===== src/rtl/moore_seq_detector.sv =====
// moore_seq_detector: parametrised Moore serial-pattern detector.
// A PAT_W-bit history shift register is compared against a run-time
// loadable pattern; the registered match flag drives y. A saturating
// counter with a sticky saturation flag tallies matches.
module moore_seq_detector #(
    parameter int unsigned          PAT_W   = 3,
    parameter logic [PAT_W-1:0]     PATTERN = 3'b101,
    parameter bit                   OVERLAP = 1'b1,
    parameter int unsigned          CNT_W   = 8
) (
    input  logic             clk,
    input  logic             reset,
    input  logic             en,
    input  logic             x,
    input  logic             pat_load,
    input  logic [PAT_W-1:0] pat_in,
    input  logic             cnt_clr,
    output logic             y,
    output logic [CNT_W-1:0] match_count,
    output logic             count_sat
);

    localparam int unsigned      FILL_W   = $clog2(PAT_W + 1);
    localparam logic [FILL_W-1:0] FILL_MAX = FILL_W'(PAT_W);

    // What this edge does to the detector state (reset is handled in the register).
    typedef enum logic [1:0] {
        ACT_HOLD   = 2'd0,
        ACT_LOAD   = 2'd1,
        ACT_SAMPLE = 2'd2
    } act_e;

    act_e              act;

    logic [PAT_W-1:0]  pattern_q, pattern_d;
    logic [PAT_W-1:0]  hist_q,    hist_d;
    logic [FILL_W-1:0] fill_q,    fill_d;
    logic              match_q,   match_d;
    logic [CNT_W-1:0]  cnt_q,     cnt_d;
    logic              sat_q,     sat_d;

    logic [PAT_W-1:0]  hist_shift;
    logic [FILL_W-1:0] fill_n;
    logic [CNT_W-1:0]  cnt_inc;
    logic              hit;

    // New bit enters at the LSB; a 1-bit pattern has no older bits to keep.
    if (PAT_W == 1) begin : g_hist_w1
        assign hist_shift = x;
    end else begin : g_hist_wn
        assign hist_shift = {hist_q[PAT_W-2:0], x};
    end

    // Priority decode of the per-edge action: pat_load beats en.
    always_comb begin
        act = ACT_HOLD;
        if (pat_load) begin
            act = ACT_LOAD;
        end else if (en) begin
            act = ACT_SAMPLE;
        end
    end

    // Match detection on the shifted history, gated by a full window.
    always_comb begin
        fill_n = (fill_q == FILL_MAX) ? FILL_MAX : fill_q + 1'b1;
        hit    = (act == ACT_SAMPLE) && (fill_n == FILL_MAX) && (hist_shift == pattern_q);
    end

    // Next-state logic for pattern, history, fill and match flag.
    always_comb begin
        pattern_d = pattern_q;
        hist_d    = hist_q;
        fill_d    = fill_q;
        match_d   = match_q;
        unique case (act)
            ACT_LOAD: begin
                // History is kept but declared empty, so no match spans a load.
                pattern_d = pat_in;
                fill_d    = '0;
                match_d   = 1'b0;
            end
            ACT_SAMPLE: begin
                hist_d  = hist_shift;
                match_d = hit;
                if (hit && !OVERLAP) begin
                    fill_d = '0;
                end else begin
                    fill_d = fill_n;
                end
            end
            default: ;
        endcase
    end

    // Next-state logic for the saturating match counter and sticky flag.
    always_comb begin
        cnt_d   = cnt_q;
        sat_d   = sat_q;
        cnt_inc = cnt_q + 1'b1;
        if (cnt_clr) begin
            // A clear coinciding with a hit counts that hit as the first one.
            if (hit) begin
                cnt_d = CNT_W'(1);
                sat_d = (CNT_W == 1);
            end else begin
                cnt_d = '0;
                sat_d = 1'b0;
            end
        end else if (hit && (cnt_q != '1)) begin
            cnt_d = cnt_inc;
            sat_d = sat_q | (&cnt_inc);
        end
    end

    // State register with synchronous active-high reset.
    always_ff @(posedge clk) begin
        if (reset) begin
            pattern_q <= PATTERN;
            hist_q    <= '0;
            fill_q    <= '0;
            match_q   <= 1'b0;
            cnt_q     <= '0;
            sat_q     <= 1'b0;
        end else begin
            pattern_q <= pattern_d;
            hist_q    <= hist_d;
            fill_q    <= fill_d;
            match_q   <= match_d;
            cnt_q     <= cnt_d;
            sat_q     <= sat_d;
        end
    end

    // Moore outputs decoded from registered state only.
    always_comb begin
        y           = match_q;
        match_count = cnt_q;
        count_sat   = sat_q;
    end

endmodule


===== config.mk =====
export PLATFORM = sky130hd
export DESIGN_NAME = moore_seq_detector
export DESIGN_NICKNAME = d
export VERILOG_FILES = /design/src/rtl/moore_seq_detector.sv
export SDC_FILE = /design/constraint.sdc
export NUM_CORES = 1
export LEC_CHECK = 0
export BUFFER_PORTS_ARGS = -buffer_cell sky130_fd_sc_hd__buf_2
export CAP_MARGIN = 20
export CORE_MARGIN = 1
export CORE_UTILIZATION = 31
export CTS_CLUSTER_DIAMETER = 40
export DETAILED_ROUTE_END_ITERATION = 10
export PLACE_DENSITY = 0.49
export SLEW_MARGIN = 20
export SYNTH_ARGS = -nofsm -noshare
export SYNTH_HDL_FRONTEND = slang
export SYNTH_SLANG_ARGS = --single-unit

===== constraint.sdc =====
create_clock -name clk -period 1.88 [get_ports clk]
set_input_delay 0 -clock clk [delete_from_list [all_inputs] [get_ports clk]]
set_output_delay 0 -clock clk [all_outputs]
set_load 0.02 [all_outputs]

==> Yosys cells after proc, flatten, opt, wreduce, memory -nomap -nowiden <==
Index checks and enable logic that the tools add are counted.
{ "word_totals": {"register_bits": 17, "output_inout_bits": 10, "word_cells": 30} }
{ "op_classes": {"n_addsub": 2, "eq_ne": 6, "muxes": 8, "bitwise": 1, "reduce_logical": 7} }
{ "op_table": {"columns": ["operator", "count"], "rows": [
  ["two-way mux 8 bit", 2],
  ["adder 8 x 1 -> 8 bit, second input constant", 1],
  ["inequality test 8 bit, second input constant", 1],
  ["AND reduction 8 bit", 1],
  ["== test 2 bit, second input constant", 3],
  ["two-way mux 2 bit", 3],
  ["one-hot mux 2 bit (2 select lines)", 1],
  ["nonzero test 2 bit", 2],
  ["== test 3 bit", 1],
  ["logical AND 1 bit", 3],
  ["adder 2 x 1 -> 2 bit, second input constant", 1],
  ["== test 2 x 1 -> 1 bit, second input constant", 1],
  ["one-hot mux 1 bit (2 select lines)", 1],
  ["OR reduction 2 bit", 1],
  ["two-way mux 1 bit", 1],
  ["bitwise OR 1 bit", 1]
]} }

==> Logic depth before layout (Yosys ltp) <==
{ "logic_depth": {"depth_word": 8, "ltp_mapped": 6, "ltp_nobuf": 5} }

==> Least setup slack after synthesis <==
OpenSTA, ideal clock, no wires.
{ "synth_path": {"path_type": "reg2reg", "startpoint": "reg cnt_q[0], in the netlist match_count[0]", "endpoint": "reg sat_q, in the netlist count_sat", "arrival_ps": 1791, "required_time_ps": 1797, "slack_ps": 6, "path_stages_with_launch": 7, "synth_period_minus_slack_ps": 1874, "path_cell_list": "dfxtp_1 ha_1 and3_4 and3_4 buf_6 or4_4 o31ai_4"} }
{ "synth_via": {"elab_chain_cells": 3, "word_cells_on_any_way": 5, "classes_between": "add/sub: 1; eq/ne: 1; bitwise: 1; reduce/logical: 2"} }
{ "synth_lines": {"columns": ["item", "line_no", "text"], "rows": [
  ["start: declaration", "39", "logic [CNT_W-1:0] cnt_q, cnt_d;"],
  ["start signal: assignment", "130", "cnt_q <= cnt_d;"],
  ["adder 8 x 1 -> 8 bit", "100", "cnt_inc = cnt_q + 1'b1;"],
  ["AND reduction 8 bit", "112", "sat_d = sat_q | (&cnt_inc);"],
  ["bitwise OR 1 bit", "112", null],
  ["end signal: assignment", "131", "sat_q <= sat_d;"],
  ["end: declaration", "40", "logic sat_q, sat_d;"]
]} }
Several ways; a longest one is shown, not always the timed one.
A chain may end at the register's enable or synchronous reset.

==> Worst setup path in the final report <==
Same ends and word-level chain as after synthesis.

==> flow_summary_export.csv <==
group,metric,value,unit
yosys,synth_top_area_share,37.99,%
worst_setup_path,critPathKind,"reg -> reg",
route,remaining_drc_errors,0,
yosys,avgSynthCellArea,9.332,µm²
worst_setup_path,max_stage_delay,520,ps
timing,slew_violations,0,
min_path,min_delay_worst_endpoint,"fill_q[0]",
clocking,numClockSinks,17,
worst_setup_path,cp_data_required_time,2100,ps
route,firstDrtPassIters,4,
yosys,yosysUniqueCellTypes,34,
timing,final-setup-viol-count,0,
worst_setup_path,slowest_stage,"or4_4",
floorplanning,row_count,19,
power,p_leak,0.4208,nW
clocking,ctsHoldBuffers,6,
clocking,cts_buffers,3,
floorplanning,design.core.area,0.002758,mm²
worst_setup_path,crit_arrival,1980,ps
timing,min_period,1761,ps
timing,finalSetupTns,0,ps
floorplanning,fp.dieH,55.76,µm
global_routing,top_usage_layer,"met2",
yosys,synth-seq-cells,17,
global_routing,grt_pass1_vias,747,
global_routing,grt_overflow,0,
flow_run,maxCapViolCount,0,
yosys,synth-edff-count,0,
worst_setup_path,worst_setup_path_end_kind,"flop",
global_routing,grt_antenna_before_repair,0,
clocking,cts_tree,"built",
clocking,clk_latency,290,ps
placement,io_buffers,18,
worst_setup_path,reg2reg_slack,120,ps
yosys,synth_area,895.9,µm²
yosys,ys.flop_type,"dfxtp_1",
yosys,yosysTopAreaCell,"dfxtp_1",
clocking,cts.repair.resized,0,
min_path,hold_class,"in -> reg",
clocking,cts_root_buf,"clkbuf_4",
worst_setup_path,crit_buf_inv,0,
yosys,yosysMostFrequentCell,"dfxtp_1",
worst_setup_path,startpoint_type,"flop",
cells_and_area,area_growth,23.74,%
status,status,"finished clean",
yosys,ys_seq_area_share,37.99,%
route,first_iter_violations,12,
worst_setup_path,reg2reg_to,"count_sat",
yosys,ys.warnings.count,0,
global_routing,grt_pass1_wl,3125,µm
route,ant_nets,0,
global_routing,met1_usage,14.20,%
worst_setup_path,r2r.worst_path.cells,5,
worst_setup_path,path_cells,"ha_1 > and3_4 > and3_4 > or4_4 > o31ai_4",
clocking,cts.reportedPaths.clkPinSlew,100,ps
placement,gp_congestion,0.7693,
timing,tightest_slew,309.9,ps
timing,skew,4.280,ps
floorplanning,start_util,32.49,%
route,vias,803,
global_routing,grt_usage,12.81,%
cells_and_area,drive_gt1_share,27.05,%
worst_setup_path,crit_fanout,9,
timing,period_share,93.66,%
worst_setup_path,critPathTopFamily,"simple AND/OR/NAND/NOR gates",
clocking,cts_buffer_depth,2,
global_routing,grt_max_degree,13,
clocking,cts_setup_buffers,0,
yosys,synth_area_leaders,"dfxtp_1 (38%), a21oi_1 (5.0%), xnor2_1 (4.9%), and3_4 (3.8%), nand2_1 (3.4%)",
floorplanning,die_w,55.76,µm
timing,rsz0062_at_grt,"false",
yosys,synth_top_cells_by_count,"dfxtp_1 (17), a21oi_1 (9), nand2_1 (8), nor2_1 (5), xnor2_1 (5)",
floorplanning,ios,19,
power,p_per_area,557.4,mW/mm²
worst_setup_path,crit_top_cell,"and3_4",
min_path,min_path_cells,2,
power,ir_drop,0.3647,mV
global_routing,grt_use_met2,22.72,%
placement,hpwl,1336,µm
global_routing,use_met3,5.116,%
route,vias_per_cell,5.248,
timing,slew_headroom,79.07,%
min_path,hp-start,"pat_load",
route,routed_wl,1790,µm
cells_and_area,num-nets-final,134,
clocking,htree_levels,1,
timing,hold_slack,16.95,ps
timing,clock.fmax,567.9,MHz
worst_setup_path,reg2reg_from,"match_count[0]",
yosys,synthArstFlopShare,0,%
route,wire_per_inst,11.70,µm
yosys,synth.net_count,107,
cells_and_area,num_antenna_cells,0,
floorplanning,dieArea,0.003109,mm²
timing,finalHoldViolations,0,
yosys,syn_inst,96,
cells_and_area,fin_util,40.20,%
## cell type report
| cell class | count | area, µm² |
|---|---|---|
| Inverter | 2 | 7.507 |
| Multi-Input combinational cell | 72 | 521.8 |
| Timing Repair Buffer | 27 | 172.7 |
| Clock buffer | 3 | 22.52 |
| Fill cell | 284 | 1649 |
| Clock inverter | 1 | 5.005 |
| Sequential cell | 17 | 340.3 |
| Tap cell | 31 | 38.79 |
## cells by family (layout without fill, tap and decap cells)
logic type               after synthesis  in the layout  synth area share (%)
multiplexers                           2              2                 2.235
buffers and inverters                  7             33                 3.771
AO/OA/AOI/OAI                         25             25                 21.09
adder cells (fa/ha/maj)                2              2                 2.793
XOR/XNOR                               6              6                 5.866
AND/OR/NAND/NOR                       37             37                 26.26
flip-flops                            17             17                 37.99
## layer usage
layer	wire, µm	vias to the layer above
li1	-	418
met1	799	365
met2	890	16
met3	81	4
met4	19	0
met5	0	-
## placed cells by master (no fill, tap or decap), types with 2 or more instances in the layout
cell type / synthesis / layout
o311ai_0: 2 / 2
and3_4: 3 / 3
nor3_1: 2 / 2
buf_4: 0 / 3
o31ai_1: 4 / 4
clkbuf_4: 0 / 3
inv_1: 2 / 2
nor2_1: 5 / 5
mux2i_1: 2 / 2
buf_2: 0 / 18
a21oi_1: 9 / 9
xnor2_1: 5 / 5
ha_1: 2 / 2
nor2b_1: 2 / 2
o41ai_1: 3 / 3
a211o_1: 2 / 2
dlygate4sd3_1: 0 / 6
nand3_1: 3 / 3
nand2_1: 8 / 8
or4_1: 4 / 4
dfxtp_1: 17 / 17
nand3b_1: 2 / 2
## metrics by stage
stage | power (W) | setup WS, ps | area, µm² | std cells
floorplan | 0.0004082 | 6.346 | 895.9 | 96
global placement | 0.0004240 | 162.6 | 1021 | 143
detailed placement | 0.0004244 | 135.6 | 1021 | 143
CTS | 0.0006299 | 102.3 | 1109 | 153
global route | 0.0006487 | 18.12 | 1109 | 153
finish | 0.0006179 | 119.2 | 1109 | 153
## state kept, by name (all words and copies together), names as in the netlist
register / count
hist_q: 2
count_sat: 1
pattern_q: 3
fill_q: 2
match_count: 8
y: 1
## worst max path at each step
stage,start,depth (start not counted),slack [ps],endpoint
final,match_count[0],5,120,count_sat
after global routing,match_count[0],5,20,count_sat
after CTS,match_count[0],5,100,count_sat
after detailed placement,match_count[0],5,140,count_sat
after global placement,match_count[0],5,160,count_sat
after floorplan,match_count[0],6,6,count_sat
## power breakdown
group          switching [W]  total (W)  leakage, nW  internal (W)
clock               0.000113   0.000192       0.0177     0.0000792
combinational      0.0000256  0.0000538        0.265     0.0000282
sequential        0.00000465   0.000372        0.138      0.000367
(Power assumes the default switching activity.)
